**src/rtl/buzzer_note_sequencer.sv**
```systemverilog
// Note-table player: walks a synchronous note ROM and drives ax_pwm period/duty words.
// Optional BUZZER_SEQ_LOOP_EN makes the song repeat instead of stopping at its end.
//
// state | meaning
// ------+----------------------------------------------------------
// IDLE  | silent, waiting for start
// FETCH | note_addr just changed, ROM read in flight
// LOAD  | ROM data valid: latch note words or detect end-of-song
// PLAY  | holding the current note for note_len * TICK_CYCLES cycles
module buzzer_note_sequencer #(
  parameter int            N           = 32,
  parameter int            AW          = 4,
  parameter int            TICK_CYCLES = 5_000_000,
  parameter logic [N-1:0]  DUTY_ON     = {1'b1, {(N-1){1'b0}}}
) (
  input  logic          clk,
  input  logic          rst,
  input  logic          start,
  input  logic          stop,
  output logic [AW-1:0] note_addr,
  input  logic [N-1:0]  note_period,
  input  logic [7:0]    note_len,
  output logic [N-1:0]  pwm_period,
  output logic [N-1:0]  pwm_duty,
  output logic          busy,
  output logic          done
);

  localparam int            TW        = $clog2(TICK_CYCLES);
  localparam logic [TW-1:0] TICK_LAST = TW'(TICK_CYCLES - 1);
  localparam logic [AW-1:0] ADDR_LAST = '1;

`ifdef BUZZER_SEQ_LOOP_EN
  localparam bit LOOP_EN = 1'b1;
`else
  localparam bit LOOP_EN = 1'b0;
`endif

  typedef enum logic [1:0] {IDLE, FETCH, LOAD, PLAY} state_t;

  state_t        state;
  logic [TW-1:0] tick_cnt;
  logic [7:0]    len_cnt;
  logic [7:0]    len_q;
  logic          note_done;
  logic          song_end;
  logic          loop_again;

  assign note_done = (state == PLAY) && (tick_cnt == TICK_LAST) && (len_cnt == len_q - 8'd1);
  assign song_end  = ((state == LOAD) && (note_len == 8'd0)) ||
                     (note_done && (note_addr == ADDR_LAST));
  // An end marker at address 0 would loop on silence forever, so it always ends play.
  assign loop_again = LOOP_EN && !((state == LOAD) && (note_addr == '0));

  always_ff @(posedge clk or posedge rst) begin
    if (rst) begin
      state      <= IDLE;
      note_addr  <= '0;
      pwm_period <= '0;
      pwm_duty   <= '0;
      busy       <= 1'b0;
      done       <= 1'b0;
      tick_cnt   <= '0;
      len_cnt    <= '0;
      len_q      <= '0;
    end else begin
      done <= 1'b0;
      if (stop) begin
        state      <= IDLE;
        busy       <= 1'b0;
        note_addr  <= '0;
        pwm_period <= '0;
        pwm_duty   <= '0;
        tick_cnt   <= '0;
        len_cnt    <= '0;
      end else if (start) begin
        state     <= FETCH;
        busy      <= 1'b1;
        note_addr <= '0;
        tick_cnt  <= '0;
        len_cnt   <= '0;
      end else if (song_end) begin
        pwm_period <= '0;
        pwm_duty   <= '0;
        note_addr  <= '0;
        tick_cnt   <= '0;
        len_cnt    <= '0;
        done       <= 1'b1;
        if (loop_again) begin
          state <= FETCH;
          busy  <= 1'b1;
        end else begin
          state <= IDLE;
          busy  <= 1'b0;
        end
      end else begin
        case (state)
          IDLE: begin
            busy <= 1'b0;
          end
          FETCH: begin
            state <= LOAD;
          end
          LOAD: begin
            pwm_period <= note_period;
            pwm_duty   <= (note_period == '0) ? '0 : DUTY_ON;
            len_q      <= note_len;
            tick_cnt   <= '0;
            len_cnt    <= '0;
            state      <= PLAY;
          end
          PLAY: begin
            if (note_done) begin
              note_addr <= note_addr + AW'(1);
              tick_cnt  <= '0;
              len_cnt   <= '0;
              state     <= FETCH;
            end else if (tick_cnt == TICK_LAST) begin
              tick_cnt <= '0;
              len_cnt  <= len_cnt + 8'd1;
            end else begin
              tick_cnt <= tick_cnt + TW'(1);
            end
          end
          default: begin
            state <= IDLE;
            busy  <= 1'b0;
          end
        endcase
      end
    end
  end

endmodule

```
**config.mk**
```make
export PLATFORM = sky130hd
export DESIGN_NAME = buzzer_note_sequencer
export DESIGN_NICKNAME = d
export VERILOG_FILES = /design/src/rtl/buzzer_note_sequencer.sv
export SDC_FILE = /design/constraint.sdc
export NUM_CORES = 1
export LEC_CHECK = 0
export CORE_ASPECT_RATIO = 0.75
export CORE_MARGIN = 5
export CORE_UTILIZATION = 60
export DETAILED_ROUTE_END_ITERATION = 10
export DONT_BUFFER_PORTS = 1
export PLACE_DENSITY = 0.76
export SYNTH_ARGS = -nofsm -noshare
export SYNTH_HDL_FRONTEND = slang
export SYNTH_SLANG_ARGS = --single-unit
```
**constraint.sdc**
```tcl
create_clock -name clk -period 5 [get_ports clk]
set_input_delay 0.75 -clock clk [delete_from_list [all_inputs] [get_ports clk]]
set_output_delay 0.75 -clock clk [all_outputs]
set_load 0.02 [all_outputs]
```
### Word level (Yosys, flattened, before mapping)

Index checks and enable logic that the tools add are counted.

* bits in registers: 111
* bits in latches: 0
* memory bits (writable): 0
* bits in read-only memories: 0
* bits of input ports: 44
* output and inout port bits: 70
* logic and storage cells: 82
* memories kept: 0

* add/subtract/negate cells: 4
* $mul: 0
* div/mod/pow operators: 0
* magnitude comparators: 0
* equal/unequal tests: 9
* shifts and indexed selects: 0
* muxes and demuxes: 38
* bitwise operators: 3
* reduce and logical (&&, ||, !) cells: 19

Operator list (count)
* 2-to-1 mux 32 bit: 9
* 2-to-1 mux 23 bit: 5
* one-hot mux 23 bit (2 select lines): 1
* 2-to-1 mux 8 bit: 5
* logical NOT 32 bit: 1
* adder 23 x 1 -> 23 bit (second input constant): 1
* == test 23 bit (second input constant): 1
* 2-to-1 mux 4 bit: 5
* one-hot mux 8 bit (2 select lines): 1
* nonzero test 4 bit: 3
* adder 8 x 1 -> 8 bit (second input constant): 1
* == test 8 bit: 1
* logical NOT 8 bit: 1
* 2-to-1 mux 2 bit: 4
* AND reduction 2 bit: 4
* subtractor 8 x 1 -> 8 bit (second input constant): 1
* 2-to-1 mux 1 bit: 7
* != test 6 x 5 -> 1 bit (second input constant): 1
* one-hot mux 2 bit (3 select lines): 1
* nonzero test 6 bit: 1
* != test 5 bit (second input constant): 1
* nonzero test 5 bit: 1
* adder 4 x 1 -> 4 bit (second input constant): 1
* == test 2 bit (second input constant): 2
* other kinds (9): 14

### Depth between registers and ports, before layout

* depth in word-level cells: 8
* gate-level depth with buffers: 9
* mapped depth without buffers: 9

### Worst setup path before layout

Ideal clock, no wire load.

* path kind: register to register
* start point: register len_q[0]
* end point: register len_q[0]
* library setup time: 0.125 ns
* arrival: 2.341 ns
* data required time: 4.875 ns
* path slack: 2.534 ns
* cell stages (with the launch flop): 10
* path buffers: 1
* period minus slack after synthesis: 2.466 ns
* cells stage by stage: dfrtp_1 > inv_1 > ha_1 > xor2_1 > o211ai_1 > a2111oi_2 > o2111ai_2 > o211a_2 > buf_6 > mux2_4

* word-level cells in the longest chain between the ends: 7

Ends and longest elaborated chain
* start: declaration: line 44 `logic [7:0] len_q;`
* start signal: assignment: line 107 `len_q <= note_len;`
* subtractor 8 x 1 -> 8 bit: line 49 `assign note_done = (state == PLAY) && (tick_cnt == TICK_LAST) && (len_cnt == len_q - 8'd1);`
* == test 8 bit: line 49
* logical AND 1 bit: line 49
* logical AND 1 bit: line 51 `(note_done && (note_addr == ADDR_LAST));`
* logical OR 1 bit: line 50 `assign song_end = ((state == LOAD) && (note_len == 8'd0)) ||`
* inverter 1 bit (no source line)
* AND reduction 4 bit (no source line)

No other way between the ends.
A chain may end at the register's enable or synchronous reset.

### Final worst setup path

* start point: register len_q[2]
* end point: register len_q[6]

The elaborated chain is that of the path after synthesis.

==> flow_summary.json <==
{
  "nets": 466,
  "cts_hold_buf": 0,
  "hold-worst-slack_ps": 146.3,
  "viasPerCell": 6.123,
  "grt_pass1_wl_um": 15160,
  "peakVddDrop_v": 0.0001802,
  "io_pins": 114,
  "worstPathArrival_ps": 3650,
  "drcViolationCount": 0,
  "netlist_instances": 420,
  "syn2layout_area_growth_pct": 3.056,
  "synthDistinctLibCells": 52,
  "criticalPathCategory": "flop to flop",
  "synth-edff-count": 0,
  "synth_area_sq_um": 4218,
  "async_flop_share_pct": 100.0,
  "diodes": 0,
  "tns_ps": 0,
  "yosys_most_used_dff": "dfrtp_1",
  "dp_slack_ps": 1617,
  "stdcell_area_sq_um": 4347,
  "status": "finished, final reports clean",
  "end_kind": "flop",
  "sw_frac_of_total_pct": 29.49,
  "cp-start-kind": "flop",
  "hpwl_um": 6378,
  "drtIter0Drc": 249,
  "r2r_setup_slack_ps": 1590,
  "core_sq_um": 6832,
  "gp_congestion": 0.8490,
  "die_area_sq_um": 8824,
  "crit_buf_inv": 0,
  "start_util_pct": 61.74,
  "die_y_um": 82.61,
  "sequentialPowerShare_pct": 50.6,
  "ys_warn_count": 0,
  "grt-ovfl-total": 0,
  "p_sw_uw": 430.3,
  "crit_chain": "nor4_1 > nand2_1 > xor2_1 > o32ai_2 > o2111ai_2 > o211a_2 > mux2_2",
  "insertion_delay_ps": 350,
  "setup_violations": 0,
  "fmax_mhz": 293.1,
  "cpPeakStageDelay_ps": 920,
  "post_cts_buffers": 0,
  "n_fill_cell": 539,
  "clockPowerShare_pct": 31.4,
  "antenna_found_initial": 0,
  "syn_area_per_cell_sq_um": 10.04,
  "wl_per_cell_um": 18.01,
  "cts_made_buffers": 9,
  "placed_cell_area_sq_um": 4158,
  "wirelength_um": 9076,
  "final_hold_viol_count": 0,
  "critPathSlowestCell": "o211a_2",
  "ant_nets": 0,
  "finalMaxSlewViolations": 0,
  "worstMarginPinSlew_ps": 1231,
  "reg2reg_from": "len_q[2]",
  "cp_top_family": "compound AO/OA/AOI/OAI gates",
  "clock-root-buffer": "clkbuf_8",
  "power.internal_mw": 1.029,
  "rsz0062_at_grt": "false",
  "cts_htree_levels": 3,
  "port_buffers": 0,
  "grt_pass1_vias": 2910,
  "first_pass_iters": 5,
  "combinationalPowerShare_pct": 18.0,
  "hold_class": "input pin to async pin",
  "cap_viol_max_count": 0,
  "r2r-end": "len_q[6]",
  "critPathMaxFanout": 41,
  "ys_seq_area_share_pct": 47.46,
  "cts_num_sinks": 80,
  "layout-drive-gt1-share_pct": 8.095,
  "rows": 26,
  "post_cts_resized": 0,
  "finalCriticalPeriod_ps": 3412,
  "clk_pin_slew_worst_paths_ps": 80,
  "r2r_cells": 7,
  "synth_seq_cells": 80,
  "fin_crit_sh_pct": 68.23,
  "die-width_um": 106.8,
  "p_leak_nw": 1.922,
  "crit_required_ps": 5230,
  "cts_tree": "done",
  "clk_path_buf_depth": 2,
  "grtUsageTotal_pct": 22.01,
  "slew_headroom_pct": 17.92,
  "utilization_pct": 63.63,
  "grt_start_max_net_pins": 74,
  "powerDensity_nw_per_um2": 335.7,
  "clock_skew_ps": 7.452,
  "setup_ws_ps": 1588,
  "vias": 3086
}
==> cell usage after synthesis, drive strengths merged (5+ instances only) <==
master	n	area, sq um
dfrtp	80	2002
buf	38	274.0
nand2	36	135.1
a22o	34	297.8
nor2	33	123.9
o21ai	30	150.1
nand3	16	80.08
xnor2	15	131.4
nor4	12	75.07
a21oi	11	55.05
clkbuf	10	38.78
inv	10	37.54
mux2	9	127.6
and3	8	50.05
ha	7	87.58
xor2	7	61.31
nand4	5	31.28
nor3	5	25.02
o31ai	5	37.54
==> how the worst max path moves through the flow <==
stage	startpoint	endpoint	slack, ps	cells past startpoint
final	len_q[2]	len_q[6]	1590	7
after CTS	len_q[2]	len_q[6]	1600	7
after global placement	len_q[2]	len_q[6]	1720	7
after global routing	len_q[2]	len_q[6]	1230	7
after floorplan	rst	busy	2200	1
after detailed placement	len_q[2]	len_q[6]	1620	7
==> registers in the layout, indices dropped and copies added, names as in the netlist <==
name / count
len_q: 8
len_cnt: 8
pwm_duty: 1
pwm_period: 32
state: 2
busy: 1
done: 1
tick_cnt: 23
note_addr: 4
==> power by group through the flow <==
stage | Sequential (mW) | Clock [mW] | Combinational, mW
after CTS | 0.737 | 0.471 | 0.260
final | 0.739 | 0.458 | 0.262
after global placement | 0.749 | 0 | 0.253
after floorplan | 0.736 | 0 | 0.242
after detailed placement | 0.750 | 0 | 0.258
after global routing | 0.745 | 0.500 | 0.287
==> worst register-to-register path, stage by stage (launching register included) <==
cell	delay, ps
dfrtp_1	450
nor4_1	480
nand2_1	120
xor2_1	170
o32ai_2	110
o2111ai_2	620
o211a_2	920
mux2_2	420
==> layer usage <==
| layer | GRT usage, % | share of wire (%) |
|---|---|---|
| met1 | 30.59 | 46 |
| met3 | 6.449 | 7.2 |
| met5 | 0 | 0 |
| met4 | 8.174 | 1.5 |
| met2 | 32.98 | 45 |
==> logic make-up after synthesis <==
kind of cell | share of synthesized area [%]
flops | 47.46
other cells | 0.08891
compound gates | 17.44
fa+ha+maj | 2.076
buf+inv | 8.306
xor+xnor | 4.569
mux | 3.738
simple gates | 16.32
==> through the flow <==
step / instances / power, mW
6_report: 504 / 1.459
3_3_place_gp: 488 / 1.002
2_1_floorplan: 450 / 0.9786
5_1_grt: 504 / 1.532
4_1_cts: 504 / 1.468
3_5_place_dp: 488 / 1.008
==> layout by cell type (no fill, tap or decap), types with 3 or more instances in the layout <==
master,Yosys,routed
nand2b_1,4,4
ha_1,7,7
o31ai_1,5,5
or3_1,3,3
nand2_1,36,36
conb_1,1,31
nor3_1,5,4
mux2i_1,3,3
a31oi_1,4,4
o21ai_0,30,30
a22o_1,34,34
dfrtp_1,80,80
nor2_1,33,33
nand4_1,5,5
a21oi_1,11,11
inv_1,10,9
nand3_1,16,16
nor3b_1,3,3
clkinv_2,0,3
and3_1,8,8
a21o_1,3,3
mux2_4,7,7
xor2_1,7,7
clkbuf_8,0,9
xnor2_1,15,15
nor4_1,12,12
==> area by class of cell <==
cell class,count,area (sq um),area share (%)
clock buffers,11,131.4,3.022
clock inverters,5,57.56,1.324
inverters,10,38.79,0.8923
multi-input cells,312,1997,45.94
flip-flops and latches,80,2002,46.06
well taps,84,105.1,2.418
repair buffers,2,15.01,0.3454
Power figures use the tool's default switching activity.
